$ cat src/rtl/disp_reg_responder_if.sv
// disp_reg_responder_if: write/read channel bundle between the dispatch decoder (master) and a register responder (slave)
//   iWriteAddress/iWriteData/iWriteValid -> write request, oWriteAck <- one-cycle write acknowledge
//   iReadAddress/iReadValid -> read request, oReadData/oReadAck <- read data and one-cycle acknowledge
interface disp_reg_responder_if;
    logic [31:0] iWriteAddress;
    logic [31:0] iWriteData;
    logic        iWriteValid;
    logic        oWriteAck;
    logic [31:0] iReadAddress;
    logic [31:0] oReadData;
    logic        iReadValid;
    logic        oReadAck;
    modport master (
        output iWriteAddress, iWriteData, iWriteValid, iReadAddress, iReadValid,
        input  oWriteAck, oReadData, oReadAck
    );
    modport slave (
        input  iWriteAddress, iWriteData, iWriteValid, iReadAddress, iReadValid,
        output oWriteAck, oReadData, oReadAck
    );
endinterface

$ cat src/rtl/disp_reg_responder.sv
// disp_reg_responder: register-bank responder answering decoder write/read channels after a fixed latency
//   iClock, iReset  clock and synchronous active-high reset
//   bus             disp_reg_responder_if.slave write/read channels
//   oRegs           flattened RW register contents, reg i at [32i+31:32i]
//   iStatus         live status word, read at 0xFF8
//   iEvent          event pulses OR-ed into the sticky event register (0xFF4, write-1-to-clear)
//   oIrq            registered OR of event & mask (mask at 0xFEC)
// Optional: define DISP_RESP_ERRCNT_EN for a saturating unmapped-access counter at 0xFF0.
module disp_reg_responder #(
    parameter int          NumRegs    = 16,
    parameter int          AckLatency = 1,
    parameter logic [31:0] IdValue    = 32'h0000_0001
) (
    input  logic                    iClock,
    input  logic                    iReset,
    disp_reg_responder_if.slave     bus,
    output logic [32*NumRegs-1:0]   oRegs,
    input  logic [31:0]             iStatus,
    input  logic [31:0]             iEvent,
    output logic                    oIrq
);
    typedef enum logic [1:0] {S_IDLE, S_COUNT, S_ACK, S_RELEASE} state_t;
    localparam logic [9:0] IdxMask   = 10'h3FB;
    localparam logic [9:0] IdxErrCnt = 10'h3FC;
    localparam logic [9:0] IdxEvent  = 10'h3FD;
    localparam logic [9:0] IdxStatus = 10'h3FE;
    localparam logic [9:0] IdxId     = 10'h3FF;
`ifdef DISP_RESP_ERRCNT_EN
    localparam bit HasErrCnt = 1'b1;
`else
    localparam bit HasErrCnt = 1'b0;
`endif
    state_t      r_wr_state, w_wr_next, r_rd_state, w_rd_next;
    logic [3:0]  r_wr_cnt, w_wr_cnt_next, r_rd_cnt, w_rd_cnt_next;
    logic [31:0] r_regs [NumRegs];
    logic [31:0] r_mask, r_event, w_rd_val, w_clear;
    logic        r_irq, w_wr_commit, w_rd_ack;
    logic [9:0]  w_wr_idx, w_rd_idx;
    logic        w_unused;

    function automatic logic f_mapped(input logic [9:0] idx);
        f_mapped = idx < 10'(NumRegs) || idx == IdxMask || idx >= IdxEvent || (HasErrCnt && idx == IdxErrCnt);
    endfunction

    assign w_wr_idx    = bus.iWriteAddress[11:2];
    assign w_rd_idx    = bus.iReadAddress[11:2];
    assign w_wr_commit = r_wr_state == S_ACK;
    assign w_rd_ack    = r_rd_state == S_ACK;
    assign w_unused    = &{1'b0, bus.iWriteAddress[31:12], bus.iWriteAddress[1:0],
                           bus.iReadAddress[31:12], bus.iReadAddress[1:0]};

    always_ff @(posedge iClock) begin
        if (iReset) begin
            r_wr_state <= S_IDLE;
            r_rd_state <= S_IDLE;
            r_wr_cnt   <= '0;
            r_rd_cnt   <= '0;
        end else begin
            r_wr_state <= w_wr_next;
            r_rd_state <= w_rd_next;
            r_wr_cnt   <= w_wr_cnt_next;
            r_rd_cnt   <= w_rd_cnt_next;
        end
    end

    // Counter is loaded with AckLatency-1 on accept and reaches zero as ACK is entered,
    // so ack lands exactly AckLatency cycles after the first valid cycle.
    always_comb begin
        w_wr_next     = r_wr_state;
        w_wr_cnt_next = r_wr_cnt;
        case (r_wr_state)
            S_IDLE: if (bus.iWriteValid) begin
                w_wr_cnt_next = 4'(AckLatency - 1);
                w_wr_next     = AckLatency == 1 ? S_ACK : S_COUNT;
            end
            S_COUNT: begin
                w_wr_cnt_next = r_wr_cnt - 4'd1;
                w_wr_next     = !bus.iWriteValid ? S_IDLE : r_wr_cnt == 4'd1 ? S_ACK : S_COUNT;
            end
            S_ACK:     w_wr_next = S_RELEASE;
            S_RELEASE: w_wr_next = bus.iWriteValid ? S_RELEASE : S_IDLE;
            default:   w_wr_next = S_IDLE;
        endcase
    end

    always_comb begin
        w_rd_next     = r_rd_state;
        w_rd_cnt_next = r_rd_cnt;
        case (r_rd_state)
            S_IDLE: if (bus.iReadValid) begin
                w_rd_cnt_next = 4'(AckLatency - 1);
                w_rd_next     = AckLatency == 1 ? S_ACK : S_COUNT;
            end
            S_COUNT: begin
                w_rd_cnt_next = r_rd_cnt - 4'd1;
                w_rd_next     = !bus.iReadValid ? S_IDLE : r_rd_cnt == 4'd1 ? S_ACK : S_COUNT;
            end
            S_ACK:     w_rd_next = S_RELEASE;
            S_RELEASE: w_rd_next = bus.iReadValid ? S_RELEASE : S_IDLE;
            default:   w_rd_next = S_IDLE;
        endcase
    end

    // Event clear only applies in the commit cycle; a same-cycle iEvent bit re-sets it.
    assign w_clear = (w_wr_commit && w_wr_idx == IdxEvent) ? bus.iWriteData : 32'h0;

    always_ff @(posedge iClock) begin
        if (iReset) begin
            r_regs  <= '{default: '0};
            r_mask  <= '0;
            r_event <= '0;
            r_irq   <= 1'b0;
        end else begin
            for (int k = 0; k < NumRegs; k++)
                if (w_wr_commit && w_wr_idx == 10'(k)) r_regs[k] <= bus.iWriteData;
            if (w_wr_commit && w_wr_idx == IdxMask) r_mask <= bus.iWriteData;
            r_event <= (r_event & ~w_clear) | iEvent;
            r_irq   <= |(r_event & r_mask);
        end
    end

`ifdef DISP_RESP_ERRCNT_EN
    logic [15:0] r_errcnt;
    logic [16:0] w_err_sum;
    assign w_err_sum = 17'(r_errcnt) + 17'(w_rd_ack && !f_mapped(w_rd_idx))
                     + 17'(w_wr_commit && !f_mapped(w_wr_idx));
    always_ff @(posedge iClock) begin
        if (iReset || (w_wr_commit && w_wr_idx == IdxErrCnt)) r_errcnt <= '0;
        else r_errcnt <= w_err_sum[16] ? 16'hFFFF : w_err_sum[15:0];
    end
`endif

    // Read data comes from current contents, so a same-cycle write commit is not yet visible.
    always_comb begin
        w_rd_val = '0;
        for (int k = 0; k < NumRegs; k++)
            if (w_rd_idx == 10'(k)) w_rd_val = r_regs[k];
        if (w_rd_idx == IdxMask)   w_rd_val = r_mask;
        if (w_rd_idx == IdxEvent)  w_rd_val = r_event;
        if (w_rd_idx == IdxStatus) w_rd_val = iStatus;
        if (w_rd_idx == IdxId)     w_rd_val = IdValue;
`ifdef DISP_RESP_ERRCNT_EN
        if (w_rd_idx == IdxErrCnt) w_rd_val = {16'h0, r_errcnt};
`endif
    end

    for (genvar i = 0; i < NumRegs; i++) begin : g_regs
        assign oRegs[32*i +: 32] = r_regs[i];
    end

    assign bus.oWriteAck = w_wr_commit;
    assign bus.oReadAck  = w_rd_ack;
    assign bus.oReadData = w_rd_ack ? w_rd_val : 32'h0;
    assign oIrq          = r_irq;
endmodule

$ cat src/flat_wrapper.sv
// flat-port wrapper written by rule: the top's interface ports become plain ports
module disp_reg_responder_flat 
#(
    parameter int          NumRegs    = 16,
    parameter int          AckLatency = 1,
    parameter logic [31:0] IdValue    = 32'h0000_0001
)
  (iClock, iReset, oRegs, iStatus, iEvent, oIrq, bus_iWriteAddress, bus_iWriteData, bus_iWriteValid, bus_iReadAddress, bus_iReadValid, bus_oWriteAck, bus_oReadData, bus_oReadAck);
  disp_reg_responder_if bus_i ();
  input  logic iClock;
  input  logic iReset;
  output logic [32*NumRegs-1:0] oRegs;
  input  logic [31:0] iStatus;
  input  logic [31:0] iEvent;
  output logic oIrq;
  input wire logic [$bits(bus_i.iWriteAddress)-1:0] bus_iWriteAddress;
  input wire logic [$bits(bus_i.iWriteData)-1:0] bus_iWriteData;
  input wire logic [$bits(bus_i.iWriteValid)-1:0] bus_iWriteValid;
  input wire logic [$bits(bus_i.iReadAddress)-1:0] bus_iReadAddress;
  input wire logic [$bits(bus_i.iReadValid)-1:0] bus_iReadValid;
  output wire logic [$bits(bus_i.oWriteAck)-1:0] bus_oWriteAck;
  output wire logic [$bits(bus_i.oReadData)-1:0] bus_oReadData;
  output wire logic [$bits(bus_i.oReadAck)-1:0] bus_oReadAck;
  assign bus_i.iWriteAddress = bus_iWriteAddress;
  assign bus_i.iWriteData = bus_iWriteData;
  assign bus_i.iWriteValid = bus_iWriteValid;
  assign bus_i.iReadAddress = bus_iReadAddress;
  assign bus_i.iReadValid = bus_iReadValid;
  assign bus_oWriteAck = bus_i.oWriteAck;
  assign bus_oReadData = bus_i.oReadData;
  assign bus_oReadAck = bus_i.oReadAck;
  disp_reg_responder #(.NumRegs(NumRegs), .AckLatency(AckLatency), .IdValue(IdValue)) u_core (.iClock(iClock), .iReset(iReset), .bus(bus_i), .oRegs(oRegs), .iStatus(iStatus), .iEvent(iEvent), .oIrq(oIrq));
endmodule
$ cat config.mk
export PLATFORM = sky130hd
export DESIGN_NAME = disp_reg_responder_flat
export DESIGN_NICKNAME = d
export VERILOG_FILES = /design/src/rtl/disp_reg_responder_if.sv /design/src/rtl/disp_reg_responder.sv /design/src/flat_wrapper.sv
export SDC_FILE = /design/constraint.sdc
export NUM_CORES = 2
export LEC_CHECK = 0
export ABC_AREA = 1
export BUFFER_PORTS_ARGS = -buffer_cell sky130_fd_sc_hd__buf_4
export CAP_MARGIN = 30
export CORE_AREA = 5 5 272 274
export CTS_CLUSTER_SIZE = 40
export DETAILED_ROUTE_END_ITERATION = 16
export DIE_AREA = 0 0 277 279
export PLACE_DENSITY = 0.67
export SYNTH_ARGS = -nofsm -noshare
export SYNTH_HDL_FRONTEND = slang
export SYNTH_SLANG_ARGS = --single-unit
$ cat constraint.sdc
create_clock -name iClock -period 2.6 [get_ports iClock]
set_clock_uncertainty 0.1 [all_clocks]
set_input_delay 0.13 -clock iClock [delete_from_list [all_inputs] [get_ports iClock]]
set_output_delay 0.13 -clock iClock [all_outputs]
set_load 0.05 [all_outputs]
; ---- After elaboration in Yosys (flattened, before gate mapping)
; Index checks and enable logic that the tools add are counted.
[word_totals]
in_bits = 164
elab_cells = 138
out_inout_bits = 547
reg_bits = 589
[op_classes]
mux = 36
bitwise = 4
n_eq_ne = 46
reduce_logical = 27
add_sub_neg = 2
[ops]
columns = op, n
row1 = 2-to-1 mux 32 bit, 22
row2 = "equality test 10 x 4 -> 1 bit, second input constant", 16
row3 = "equality test 10 x 3 -> 1 bit, second input constant", 8
row4 = AND 32 bit, 2
row5 = "equality test 10 bit, second input constant", 6
row6 = "equality test 10 x 2 -> 1 bit, second input constant", 4
row7 = NOT 32 bit, 1
row8 = OR 32 bit, 1
row9 = OR reduction 32 bit, 1
row10 = "equality test 10 x 1 -> 1 bit, second input constant", 2
row11 = logical NOT 10 bit, 2
row12 = logical AND 1 bit, 18
row13 = 2-to-1 mux 2 bit, 8
row14 = one-hot mux 2 bit (4 select lines), 2
row15 = one-hot mux 4 bit (2 select lines), 2
row16 = "equality test 2 bit, second input constant", 4
row17 = "equality test 4 x 1 -> 1 bit, second input constant", 2
row18 = 2-to-1 mux 4 bit, 2
row19 = "subtractor 4 x 1 -> 4 bit, second input constant", 2
row20 = "equality test 2 x 1 -> 1 bit, second input constant", 2
row21 = logical NOT 2 bit, 2
row22 = "!= test 2 bit, second input constant", 2
row23 = AND reduction 2 bit, 2
row24 = nonzero test 2 bit, 2

; ---- Longest topological paths before layout
[logic_depth]
word_depth = 22
ltp_mapped = 21
mapped_depth_nobuf = 21

; ---- Worst setup path after synthesis
; No wires, ideal clock.
[synth_timing]
path_type = flip-flop to output port
start = reg u_core.r_rd_state[1]
end = out bus_oReadData[11]
stages_incl_launch_ff = 8
arrival_ns = 2.705
required_ns = 2.370
path_buffers = 1
path_slack_ns = -0.335
cell_sequence = dfxtp_1 inv_1 nor2_1 nand2_1 inv_1 clkbuf_1 o21ai_0 a21oi_1
[synth_via]
elab_chain_cells = 2
[synth_rtl]
columns = item, line_no
row1 = "start, declared", disp_reg_responder.sv:33  ; state_t r_wr_state, w_wr_next, r_rd_state, w_rd_next;
row2 = "start signal, assigned", disp_reg_responder.sv:60  ; r_rd_state <= w_rd_next;
row3 = equality test 2 bit, disp_reg_responder.sv:48  ; assign w_rd_ack = r_rd_state == S_ACK;
row4 = via bus_oReadAck, flat_wrapper.sv:23  ; output wire logic [$bits(bus_i.oReadAck)-1:0] bus_oReadAck;
row5 = 2-to-1 mux 32 bit, disp_reg_responder.sv:153  ; assign bus.oReadData = w_rd_ack ? w_rd_val : 32'h0;
row6 = "end, declared", flat_wrapper.sv:22  ; output wire logic [$bits(bus_i.oReadData)-1:0] bus_oReadData;
; The timed path passes the listed nets, and every way through them passes these cells.

; ---- Worst setup path in the final report
[layout_timing]
start = reg u_core.r_regs, in the netlist u_core.oRegs[21]
end = out bus_oReadData[21]
[layout_via]
elab_chain_cells = 21
[layout_rtl]
columns = item, line_no
row1 = "start, declared", disp_reg_responder.sv:35  ; logic [31:0] r_regs [NumRegs];
row2 = "start signal, assigned by index", disp_reg_responder.sv:115  ; if (w_wr_commit && w_wr_idx == 10'(k)) r_regs[k] <= bus.iWriteData;
row3 = 2-to-1 mux 32 bit (16 in series), disp_reg_responder.sv:137  ; if (w_rd_idx == 10'(k)) w_rd_val = r_regs[k];
row4 = 2-to-1 mux 32 bit, disp_reg_responder.sv:138  ; if (w_rd_idx == IdxMask) w_rd_val = r_mask;
row5 = 2-to-1 mux 32 bit, disp_reg_responder.sv:139  ; if (w_rd_idx == IdxEvent) w_rd_val = r_event;
row6 = 2-to-1 mux 32 bit, disp_reg_responder.sv:140  ; if (w_rd_idx == IdxStatus) w_rd_val = iStatus;
row7 = 2-to-1 mux 32 bit, disp_reg_responder.sv:141  ; if (w_rd_idx == IdxId) w_rd_val = IdValue;
row8 = 2-to-1 mux 32 bit, disp_reg_responder.sv:153
; No other way between the ends.

==> results.py <==
metrics = {
    "clocking": {
        "clk_pin_slew_worst_paths_ns": 0.06,
        "cts_sinks": 589,
        "cts_buffers": 61,
        "cts_buffer_depth": 3,
        "tritoncts": "built",
        "clk_latency_ns": 0.64,
        "cts_max_level": 2,
        "cts_root_buf": "clkbuf_16",
    },
    "grt": {
        "grt_pass1_vias": 27250,
        "grt_max_degree": 106,
        "overflow": 0,
        "grt_use_met1_pct": 46.47,
        "grt_use_total_pct": 34.80,
        "grt_first_pass_wirelength_mm": 200.4,
        "grt_use_met3_pct": 12.27,
        "grt_antenna_before_repair": 3,
        "top_usage_layer": "met2",
        "grt_use_met2_pct": 50.94,
    },
    "logic_synthesis": {
        "muxShareOfSynthArea_pct": 0,
        "ys_ff_latch": 589,
        "synth-xor-area-share_pct": 0,
        "syn_avg_cell_area_um2": 7.384,
        "syn_inst": 3349,
        "synth_ff_type": "dfxtp_1",
        "synth_top_family_by_area": "compound AO/OA/AOI/OAI gates",
        "ys_types": 43,
        "synth_compound_area_share_pct": 28.03,
        "synth-simple-area-share_pct": 15.96,
        "synth-edff-count": 0,
        "yosysSeqAreaShare_pct": 47.68,
        "synthesis.nets": 3517,
        "syn_area_um2": 24730,
        "synth-adder-area-share_pct": 0.2024,
        "synth_warnings": 0,
        "async_flop_share_pct": 0,
    },
    "run": {
        "drv_cap": 0,
    },
    "floorplan": {
        "fp.dieH_um": 279,
        "initial_core_util_pct": 34.77,
        "rows": 98,
        "core_um2": 71120,
        "dieArea_um2": 77280,
        "die_x_um": 277,
        "ios": 711,
    },
    "place": {
        "place_congestion": 1.006,
        "dp_hpwl_mm": 106.0,
        "dp.cells": 5042,
        "io_buffers": 666,
        "placed_area_um2": 33150,
        "place_ws_ns": -0.8911,
    },
    "timing": {
        "hold_violations": 0,
        "finalSetupViolCount": 32,
        "fmax_ghz": 0.2805,
        "slew_viol_final": 0,
        "post-route-min-period_ns": 3.565,
        "rsz0062_at_grt": "true",
        "holdWs_ns": 0.08084,
        "setup_ws_ns": -0.9652,
        "tightest_slew_ns": 0.9206,
        "slew-limit-headroom_pct": 38.56,
        "finalCritPeriodShare_pct": 137.1,
    },
    "finish": {
        "finalNonFillerCells": 5295,
        "syn2layout_area_growth_pct": 54.99,
        "fin_area_um2": 38330,
        "layout.nets": 4466,
        "fillers": 6605,
        "drive_gt1_share_pct": 35.80,
    },
    "pwr": {
        "vdd_drop_max_uv": 489.0,
        "power_density_nw_per_um2": 511.8,
        "power_mw": 19.62,
        "p_leak_nw": 17.00,
    },
    "outcome": {
        "violations": "setup timing",
        "status": "finished with violations",
    },
    "detailed_routing": {
        "drc": 0,
        "vias": 30170,
        "routed_via_density": 5.697,
        "drt_pass1_iterations": 7,
        "drtAntennaViolNets": 0,
        "routed_wl_mm": 145.6,
        "drt-initial-drc-count": 4237,
        "post_drt_wl_per_cell_um": 27.49,
    },
    "setup_path": {
        "cp-start-kind": "register",
        "crit_path_end_kind": "primary output",
        "cp.arrival_ns": 3.34,
        "required_ns": 2.37,
        "worstSetupPathType": "reg2out",
        "worstPathMaxFanout": 2,
    },
    "min_path": {
        "hp-class": "in2reg",
    },
}
==> state kept, by name, indices dropped and copies added (netlist names) <==
register	cells
u_core.r_rd_cnt	4
u_core.r_wr_cnt	4
u_core.r_event	32
u_core.r_mask	32
u_core.oRegs	512
u_core.r_wr_state	2
u_core.r_rd_state	2
u_core.oIrq	1
==> synthesized netlist by cell type, types with 4 or more instances <==
cell	count	area, um^2
a21oi_1	651	3258
o21ai_0	597	2988
dfxtp_1	589	11790
nand2_1	483	1813
inv_1	243	912.1
clkbuf_1	230	863.3
nor2_1	162	608.1
nand3_1	110	550.5
nand4_1	92	575.6
a211oi_1	32	240.2
buf_2	25	125.1
o211ai_1	16	120.1
nor2_2	11	68.82
inv_2	10	37.54
nor3_1	9	45.04
a22o_1	8	70.07
o21ai_1	8	40.04
or2_2	8	50.05
nor4_1	7	43.79
o211ai_2	7	87.58
buf_1	5	18.77
a221oi_1	4	35.03
ha_1	4	50.05
nand3b_1	4	30.03
o22ai_1	4	25.02
==> cell type report <==
| class | count | area [um^2] | area share, % |
|---|---|---|---|
| Multi-Input combinational cell | 2241 | 12360 | 32.24 |
| Sequential cell | 589 | 11870 | 30.97 |
| Timing Repair Buffer | 1150 | 9827 | 25.64 |
| Clock buffer | 79 | 1705 | 4.449 |
| Tap cell | 950 | 1189 | 3.101 |
| Inverter | 255 | 999.7 | 2.608 |
| Clock inverter | 30 | 377.9 | 0.9859 |
| Antenna cell | 1 | 2.502 | 0.006529 |
==> per-layer routing <==
metal,vias up,routed length (um)
met2,2124,60300
li1,13350,-
met3,343,18850
met1,14350,57850
met4,0,8576
met5,-,0
==> final timing paths <==
check	start	endpoint	slack (ns)	cells past startpoint
hold reg to reg	u_core.r_wr_cnt[1]	u_core.r_wr_cnt[1]	0.37	2
setup / recovery	u_core.oRegs[21]	bus_oReadData[21]	-0.97	15
setup reg to reg	u_core.r_wr_state[1]	u_core.r_event[23]	0.27	9
hold / removal	bus_iWriteAddress[8]	u_core.oRegs[510]	0.08	5
==> report_power, final <==
part,internal [mW],switching (mW),total (mW)
Sequential,9.07,0.0426,9.11
Clock,5.32,3.98,9.30
Combinational,0.406,0.798,1.20
==> cells by family after synthesis <==
group | Yosys count
adders and majority gates | 4
AOI/OAI and AO/OA | 1335
DFF | 589
and+or+nand+nor | 901
buffers and inverters | 520
==> through the flow <==
| step | setup TNS [ns] | utilization (%) |
|---|---|---|
| 6_report | -17.01 | 53.89 |
| 5_1_grt | -19.21 | 53.89 |
| 4_1_cts | -16.13 | 52.69 |
| 3_5_place_dp | -23.04 | 46.62 |
| 3_3_place_gp | -21.28 | 46.62 |
| 2_1_floorplan | 0 | - |
==> cells in the final DEF, fill, tap and decap left out, types with 9 or more instances in the layout <==
master,count
nor2_2,27
buf_12,46
nor2_4,31
nand2_2,44
a211oi_1,32
inv_1,232
nand2_1,434
a21oi_1,588
clkbuf_16,65
nor2_1,118
inv_2,14
nand3_4,11
dfxtp_1,531
dfxtp_2,55
buf_6,82
dlygate4sd3_1,79
clkinv_2,13
clkbuf_8,9
a21oi_2,57
nand4_1,92
o211ai_1,16
nand2_4,9
buf_4,931
nand3_1,25
o21ai_0,594
nand3_2,75
==> repair_timing <==
action / in CTS / in global routing
endpoints found under the hold margin: 409 / 0
pin swaps: 211 / 208
hold buffers: 79 / 0
setup buffers: 30 / 37
cloned: 1 / 3
gates resized for setup: 332 / 147
endpoints found under the setup margin: 32 / 33
==> worst max-delay path, cell delays in order (launching register included) <==
cell,delay (ns)
dfxtp_1,0.31
nand2_1,0.09
nand3_2,0.10
o211ai_2,0.11
nand4_1,0.24
a21oi_2,0.19
buf_4,0.15
nand4_1,0.17
a21oi_1,0.19
nand4_1,0.34
a21oi_1,0.25
buf_4,0.17
nand4_1,0.10
nand2_1,0.08
inv_1,0.05
buf_6,0.15
No activity file was read; power rests on OpenSTA's default activity.
